--- src/rtl/fdsync_drain_pkg.sv ---
// Shared definitions for the fdsync_drain reader-side buffer.
package fdsync_drain_pkg;

  localparam int unsigned DefWidth = 16;
  localparam int unsigned DefCntW  = 2;

  // Occupancy encodings; 2'd3 is never reached.
  typedef enum logic [1:0] {
    OccEmpty = 2'd0,
    OccOne   = 2'd1,
    OccTwo   = 2'd2
  } occ_e;

endpackage

--- src/rtl/fdsync_drain_if.sv ---
// Producer/consumer bundle for fdsync_drain. The master side drives
// load/read/clear; the slave side (the buffer) returns data and status.
interface fdsync_drain_if #(
  parameter int unsigned WIDTH = fdsync_drain_pkg::DefWidth,
  parameter int unsigned CNTW  = fdsync_drain_pkg::DefCntW
);

  logic [WIDTH-1:0] d;
  logic             ld;
  logic             rd;
  logic             clr;
  logic [WIDTH-1:0] q;
  logic             qv;
  logic             full;
  logic [CNTW-1:0]  cnt;
  logic             ovr;
  logic             udr;

  modport master (
    output d, ld, rd, clr,
    input  q, qv, full, cnt, ovr, udr
  );

  modport slave (
    input  d, ld, rd, clr,
    output q, qv, full, cnt, ovr, udr
  );

endinterface

--- src/rtl/fdsync_ent.sv ---
// One load-enabled storage entry with asynchronous active-low clear.
module fdsync_ent #(
  parameter int unsigned WIDTH = 16
) (
  input  logic             clk,
  input  logic             resetl,
  input  logic             en_i,
  input  logic [WIDTH-1:0] d_i,
  output logic [WIDTH-1:0] q_o
);

  logic [WIDTH-1:0] q_q;

  // Capture d_i when enabled, otherwise hold.
  always_ff @(posedge clk or negedge resetl) begin
    if (!resetl) begin
      q_q <= '0;
    end else if (en_i) begin
      q_q <= d_i;
    end
  end

  assign q_o = q_q;

endmodule

--- src/rtl/fdsync_drain.sv ---
// Two-entry head/tail buffer between a single-cycle load strobe producer and
// a valid/read consumer. Head is shifted from tail on pop, so no pointers.
module fdsync_drain
  import fdsync_drain_pkg::*;
#(
  parameter int unsigned WIDTH = DefWidth,
  parameter int unsigned CNTW  = DefCntW
) (
  input  logic          clk,
  input  logic          resetl,
  fdsync_drain_if.slave bus
);

  occ_e             cnt_q, cnt_d;
  logic             ovr_q, ovr_d;
  logic             udr_q, udr_d;
  logic             ovr_set, udr_set;
  logic             h_en, t_en;
  logic [WIDTH-1:0] h_din;
  logic [WIDTH-1:0] h_q, t_q;

  fdsync_ent #(
    .WIDTH(WIDTH)
  ) u_head (
    .clk    (clk),
    .resetl (resetl),
    .en_i   (h_en),
    .d_i    (h_din),
    .q_o    (h_q)
  );

  fdsync_ent #(
    .WIDTH(WIDTH)
  ) u_tail (
    .clk    (clk),
    .resetl (resetl),
    .en_i   (t_en),
    .d_i    (bus.d),
    .q_o    (t_q)
  );

  // Next-state decode: entry enables, head input mux, occupancy and flag sets.
  always_comb begin
    cnt_d   = cnt_q;
    h_en    = 1'b0;
    t_en    = 1'b0;
    h_din   = bus.d;
    ovr_set = 1'b0;
    udr_set = 1'b0;
    unique case (cnt_q)
      OccEmpty: begin
        udr_set = bus.rd;
        if (bus.ld) begin
          h_en  = 1'b1;
          cnt_d = OccOne;
        end
      end
      OccOne: begin
        if (bus.ld && !bus.rd) begin
          t_en  = 1'b1;
          cnt_d = OccTwo;
        end else if (bus.ld && bus.rd) begin
          // Pass-through: the popped head is replaced by the new word.
          h_en = 1'b1;
        end else if (bus.rd) begin
          h_en  = 1'b1;
          h_din = '0;
          cnt_d = OccEmpty;
        end
      end
      OccTwo: begin
        if (bus.rd) begin
          h_en  = 1'b1;
          h_din = t_q;
          t_en  = bus.ld;
          if (!bus.ld) begin
            cnt_d = OccOne;
          end
        end else begin
          // Full with no pop: the incoming word is dropped.
          ovr_set = bus.ld;
        end
      end
      default: begin
        cnt_d = OccEmpty;
      end
    endcase
  end

  // Sticky flags: a set on the same edge as clr takes priority.
  always_comb begin
    ovr_d = ovr_set | (ovr_q & ~bus.clr);
    udr_d = udr_set | (udr_q & ~bus.clr);
  end

  // Occupancy and flag registers.
  always_ff @(posedge clk or negedge resetl) begin
    if (!resetl) begin
      cnt_q <= OccEmpty;
      ovr_q <= 1'b0;
      udr_q <= 1'b0;
    end else begin
      cnt_q <= cnt_d;
      ovr_q <= ovr_d;
      udr_q <= udr_d;
    end
  end

  assign bus.q    = h_q;
  assign bus.qv   = (cnt_q != OccEmpty);
  assign bus.full = (cnt_q == OccTwo);
  assign bus.cnt  = CNTW'(cnt_q);
  assign bus.ovr  = ovr_q;
  assign bus.udr  = udr_q;

endmodule

--- src/flat_wrapper.sv ---
// flat-port wrapper written by rule: the top's interface ports become plain ports
module fdsync_drain_flat import fdsync_drain_pkg::*;
#(
  parameter int unsigned WIDTH = DefWidth,
  parameter int unsigned CNTW  = DefCntW
)
  (clk, resetl, bus_d, bus_ld, bus_rd, bus_clr, bus_q, bus_qv, bus_full, bus_cnt, bus_ovr, bus_udr);
  fdsync_drain_if #(.WIDTH(WIDTH), .CNTW(CNTW)) bus_i ();
  input  logic clk;
  input  logic resetl;
  input wire logic [$bits(bus_i.d)-1:0] bus_d;
  input wire logic [$bits(bus_i.ld)-1:0] bus_ld;
  input wire logic [$bits(bus_i.rd)-1:0] bus_rd;
  input wire logic [$bits(bus_i.clr)-1:0] bus_clr;
  output wire logic [$bits(bus_i.q)-1:0] bus_q;
  output wire logic [$bits(bus_i.qv)-1:0] bus_qv;
  output wire logic [$bits(bus_i.full)-1:0] bus_full;
  output wire logic [$bits(bus_i.cnt)-1:0] bus_cnt;
  output wire logic [$bits(bus_i.ovr)-1:0] bus_ovr;
  output wire logic [$bits(bus_i.udr)-1:0] bus_udr;
  assign bus_i.d = bus_d;
  assign bus_i.ld = bus_ld;
  assign bus_i.rd = bus_rd;
  assign bus_i.clr = bus_clr;
  assign bus_q = bus_i.q;
  assign bus_qv = bus_i.qv;
  assign bus_full = bus_i.full;
  assign bus_cnt = bus_i.cnt;
  assign bus_ovr = bus_i.ovr;
  assign bus_udr = bus_i.udr;
  fdsync_drain #(.WIDTH(WIDTH), .CNTW(CNTW)) u_core (.clk(clk), .resetl(resetl), .bus(bus_i));
endmodule
--- config.mk ---
export PLATFORM = sky130hd
export DESIGN_NAME = fdsync_drain_flat
export DESIGN_NICKNAME = d
export VERILOG_FILES = /design/src/rtl/fdsync_drain_pkg.sv /design/src/rtl/fdsync_drain_if.sv /design/src/rtl/fdsync_ent.sv /design/src/rtl/fdsync_drain.sv /design/src/flat_wrapper.sv
export SDC_FILE = /design/constraint.sdc
export NUM_CORES = 1
export LEC_CHECK = 0
export CAP_MARGIN = 15
export CORE_UTILIZATION = 49
export DETAILED_ROUTE_END_ITERATION = 16
export PLACE_DENSITY = 0.78
export SETUP_SLACK_MARGIN = 0.5
export SYNTH_ARGS = -nofsm -noshare
export SYNTH_HDL_FRONTEND = slang
export SYNTH_HIERARCHICAL = 1
export SYNTH_SLANG_ARGS = --single-unit
--- constraint.sdc ---
create_clock -name clk -period 2.05 [get_ports clk]
set_input_delay 0.615 -clock clk [delete_from_list [all_inputs] [get_ports clk]]
set_output_delay 0.615 -clock clk [all_outputs]
set_load 0.03 [all_outputs]
# Word level (Yosys, flattened, before mapping)
# Index checks and enable logic that the tools add are counted.
dict set report totals {
  regBits 36
  input_bits 21
  output_inout_bits 22
}
dict set report classes {
  eq_ne 7
  mux 23
  bitwise 5
  n_reduce_logical 6
}
# op n
set ops {}
lappend ops {{16-bit two-way mux} 4}
lappend ops {{16-bit one-hot mux with 2 select lines} 1}
lappend ops {{2-bit two-way mux} 6}
lappend ops {{1-bit two-way mux} 9}
lappend ops {{2-bit != test, second input constant} 3}
lappend ops {{3-bit by 2-bit != test with 1-bit output, second input constant} 2}
lappend ops {{2-bit one-hot mux with 3 select lines} 1}
lappend ops {{5-bit AND reduction} 1}
lappend ops {{1-bit one-hot mux with 3 select lines} 1}
lappend ops {{1-bit AND} 2}
lappend ops {{2-bit by 1-bit equality test with 1-bit output, second input constant} 1}
lappend ops {{2-bit equality test, second input constant} 1}
lappend ops {{1-bit logical AND} 2}
lappend ops {{2-bit logical NOT} 1}
lappend ops {{1-bit OR} 2}
lappend ops {{1-bit one-hot mux with 2 select lines} 1}
lappend ops {{2-bit nonzero test} 1}
lappend ops {{1-bit logical NOT} 1}
lappend ops {{1-bit inverter} 1}

# Depth between registers and ports, before layout
dict set report depth {
  depth_word 4
  depth_mapped 8
  ltp_nobuf 6
}

# Cells and area by module
# The synthesis kept the hierarchy.
# mod instances cells_per_inst area_each_um2
set modules_own_cells {}
lappend modules_own_cells {fdsync_ent 2 34 649.4}
lappend modules_own_cells {fdsync_drain 1 65 564.3}

# Least setup slack after synthesis
# No wires, ideal clock.
dict set report synth_timing {
  path_type {register -> register}
  start {reg u_core.cnt_q[0] (netlist: u_core/bus.cnt[0])}
  end {reg u_core.u_head.q_q[10] (netlist: u_core/u_head/q_o[10])}
  setup_ns 0.125
  arrival_ns 2.078
  setup_slack_ns -0.154
  path_stages_with_launch 9
  n_path_buf 3
  period_less_slack_ns 2.204
  cell_sequence {dfrtp_1 > inv_1 > ha_1 > buf_2 > and3_4 > buf_6 > buf_6 > a22o_1 > mux2_4}
}
dict set report synth_via {
  elab_chain_cells 2
  elab_cells_between_ends 5
  classes_between {eq/ne (2); mux (2); reduce/logical (1)}
}
# element line
set synth_rtl {}
lappend synth_rtl {{start: declaration} fdsync_drain.sv:14} ;# occ_e cnt_q, cnt_d;
lappend synth_rtl {{start signal: assignment} fdsync_drain.sv:99} ;# cnt_q <= OccEmpty;
lappend synth_rtl {{start signal: assignment} fdsync_drain.sv:103} ;# cnt_q <= cnt_d;
lappend synth_rtl {{2-bit equality test} --}
lappend synth_rtl {{net bus_full} flat_wrapper.sv:17} ;# output wire logic [$bits(bus_i.full)-1:0] bus_full;
lappend synth_rtl {{16-bit one-hot mux with 2 select lines} fdsync_drain.sv:50} ;# unique case (cnt_q)
lappend synth_rtl {{net u_core.h_din[10]} fdsync_drain.sv:19} ;# logic [WIDTH-1:0] h_din;
lappend synth_rtl {{end signal: assignment} fdsync_ent.sv:19} ;# q_q <= d_i;
lappend synth_rtl {{end: declaration} fdsync_ent.sv:12} ;# logic [WIDTH-1:0] q_q;
# The timed path passes the listed nets, and every way through them passes these cells.
# A chain may end at the register's enable or synchronous reset.

# Final worst setup path
dict set report layout_timing {
  start {reg u_core.cnt_q[1] (netlist: u_core/bus.cnt[1])}
  end {out bus_qv}
}
dict set report layout_via {
  elab_chain_cells 1
}
# element line
set layout_rtl {}
lappend layout_rtl {{2-bit nonzero test} fdsync_drain.sv:110} ;# assign bus.qv = (cnt_q != OccEmpty);
lappend layout_rtl {{end: declaration} flat_wrapper.sv:16} ;# output wire logic [$bits(bus_i.qv)-1:0] bus_qv;
# Every way passes these cells.

==> flow_summary.json <==
{
  "finish.utilization": 0.6914,
  "hold_viol": 0,
  "wl_um": 4135,
  "vias": 1306,
  "r2r_end": "u_core/u_head/q_o[15]",
  "area_growth_pct": 35.86,
  "nNetsFinal": 216,
  "critPathRequiredTime_ps": 1430,
  "ys_seq_elements": 36,
  "drt-initial-drc-count": 50,
  "endpoint_kind": "primary output",
  "p_per_area_nw_per_um2": 1838,
  "layout_commonest_cell": "dfrtp_1",
  "overflow": 0,
  "drcViolationCount": 0,
  "first_pass_iters": 4,
  "status": "finished clean",
  "ys_warn_count": 6,
  "r2r_slack_ps": 290,
  "ant_nets": 0,
  "clk_pin_slew_ps": 70,
  "rsz0062_at_grt": "yes",
  "yosysTopAreaCell": "dfrtp_1",
  "grt_pass1_vias": 1301,
  "cts_tree": "done",
  "slew_headroom": 0.7149,
  "rr_worst_depth": 7,
  "clock-root-buffer": "clkbuf_8",
  "hold_buffers": 0,
  "p_leak_nw": 1.187,
  "die_width_um": 63.66,
  "coreArea_um2": 3661,
  "routabilityCongestion": 0.8493,
  "worst_pin_slew_ps": 427.7,
  "die_h_um": 63.66,
  "drv_cap": 0,
  "synth_top_area_share": 0.4835,
  "peakVddDrop_mv": 1.032,
  "hp-class": "in -> async",
  "grt_usage": 0.2259,
  "cts_made_buffers": 5,
  "synthCells": 133,
  "grt_start_max_net_pins": 21,
  "period_needed_ps": 1776,
  "seq_area_um2": 903.4,
  "crit_fanout": 3,
  "worst_slack_ps": 274.0,
  "cpPeakStageDelay_ps": 430,
  "routedWlPerCell_um": 17.37,
  "ys_types": 24,
  "ys_top_cells_by_area": "dfrtp_1, mux2_4, a22o_1, mux2_2, buf_6",
  "reg2reg_from": "u_core/bus.cnt[1]",
  "timing.fmax_mhz": 563.1,
  "drive_above_1_share": 0.5105,
  "maxSlewViolCount": 0,
  "clk-insertion-delay-late_ps": 290,
  "clock-sinks": 36,
  "grt_pass1_wl_um": 6803,
  "antennaDiodeCount": 0,
  "crit_chain": "inv_4 -> ha_4 -> clkinvlp_4 -> buf_6",
  "port_buffers": 42,
  "worstPathArrival_ps": 1160,
  "startpoint": "u_core/bus.cnt[1]",
  "htreeDepth": 2,
  "start_kind": "register",
  "initial_core_util": 0.5089,
  "clock_path_buffers": 2,
  "antenna_found_initial": 0,
  "fin_crit_sh": 0.8663,
  "hpwl_um": 2562,
  "setup_violations": 0,
  "viasPerCell": 5.487,
  "n_fill_cell": 258,
  "cpMaxStageDelayCell": "dfrtp_2",
  "dp_slack_ps": -97.84,
  "io-pin-count": 43,
  "die_area_um2": 4053,
  "crit_type": "reg -> out",
  "skew_ps": 2.847,
  "multi_input_area_um2": 942.2,
  "syn_area_um2": 1863,
  "avgSynthCellArea_um2": 14.01,
  "final_cell_mix": "dfrtp_1, mux2_4, buf_2",
  "ys_seq_area_frac": 0.4835,
  "syn_nets": 159,
  "row_count": 22
}
==> routing by layer <==
| layer | vias up | global-route usage | routed length, µm |
|---|---|---|---|
| li1 | 593 | - | - |
| met1 | 666 | 0.2989 | 1865 |
| met2 | 42 | 0.3577 | 2016 |
| met3 | 5 | 0.04710 | 193 |
| met4 | 0 | 0.09375 | 59 |
| met5 | - | 0 | 0 |
==> worst max-delay path by stage <==
stage	end	slack (ps)	cells after the start
final	bus_qv	270	4
after global routing	bus_qv	240	4
after CTS	bus_qv	270	4
after detailed placement	u_core/u_head/q_o[2]	-100	5
after global placement	u_core/u_head/q_o[4]	-50	5
after floorplan	u_core/u_head/q_o[10]	190	8
==> metrics by stage <==
step	cell area, µm²	setup TNS (ps)	cells	total power [W]	hold slack [ps]
detailed placement	2361	-1723	222	0.003832	497.7
global placement	2361	-640.6	222	0.003740	490.5
floorplan	1903	0	133	0.003165	319.4
finish	2531	0	238	0.004652	257.2
global route	2531	0	238	0.004891	281.7
CTS	2489	0	236	0.004526	270.1
==> cell usage after synthesis, drive strengths merged <==
cell and n:
ha 5, nor2b 2, mux2i 2, a21oi 1, nor2 3, inv 6
a22oi 1, nand4b 1, dfrtp 36, a22o 16, nand2b 1, buf 9
nand3 1, nor3b 2, o211ai 3, o21ai 5, mux2 32, and3 1
nand2 6
==> where the power goes <==
group          leakage (nW)  internal (W)  switching, W  total (W)
logic                 0.706       0.00150       0.00141    0.00291
registers             0.440       0.00107      0.000202    0.00127
clock network        0.0410      0.000231      0.000238   0.000469
total                  1.19       0.00280       0.00185    0.00465
==> kinds of logic (layout without fill, tap and decap cells) <==
logic type | Yosys count | count (layout) | synth area share
flops | 36 | 36 | 0.4835
mux | 34 | 34 | 0.2445
compound gates | 26 | 27 | 0.1148
simple gates | 17 | 17 | 0.05104
buf+inv | 15 | 71 | 0.07253
fa+ha+maj | 5 | 5 | 0.03358
==> registers in the layout, indices dropped and copies added (netlist names) <==
signal / flops
u_core/bus.udr: 1
u_core/u_head/q_o: 16
u_core/u_tail/q_o: 16
u_core/bus.ovr: 1
u_core/bus.cnt: 2
==> timing repair <==
| action | in CTS | in global routing |
|---|---|---|
| setup endpoints to repair | 56 | 38 |
| resized for setup | 126 | 11 |
| setup buffers | 5 | 2 |
| cloned | 2 | 0 |
| pin swaps | 4 | 3 |
| hold endpoints to repair | 0 | 0 |
==> worst max-delay path: cells and delay by family, from the launching register on <==
family | cells | cell delay (ps)
buffers and inverters | 3 | 290
adders and majority gates | 1 | 160
DFF | 1 | 430
==> area by class of cell <==
cell class	count	share of cell area
Multi-Input combinational cell	83	0.3722
Timing Repair Buffer	58	0.2042
Inverter	6	0.01236
Tap cell	48	0.02373
Sequential cell	36	0.3569
Clock inverter	1	0.001977
Clock buffer	6	0.02867
Power figures use the tool's default switching activity.
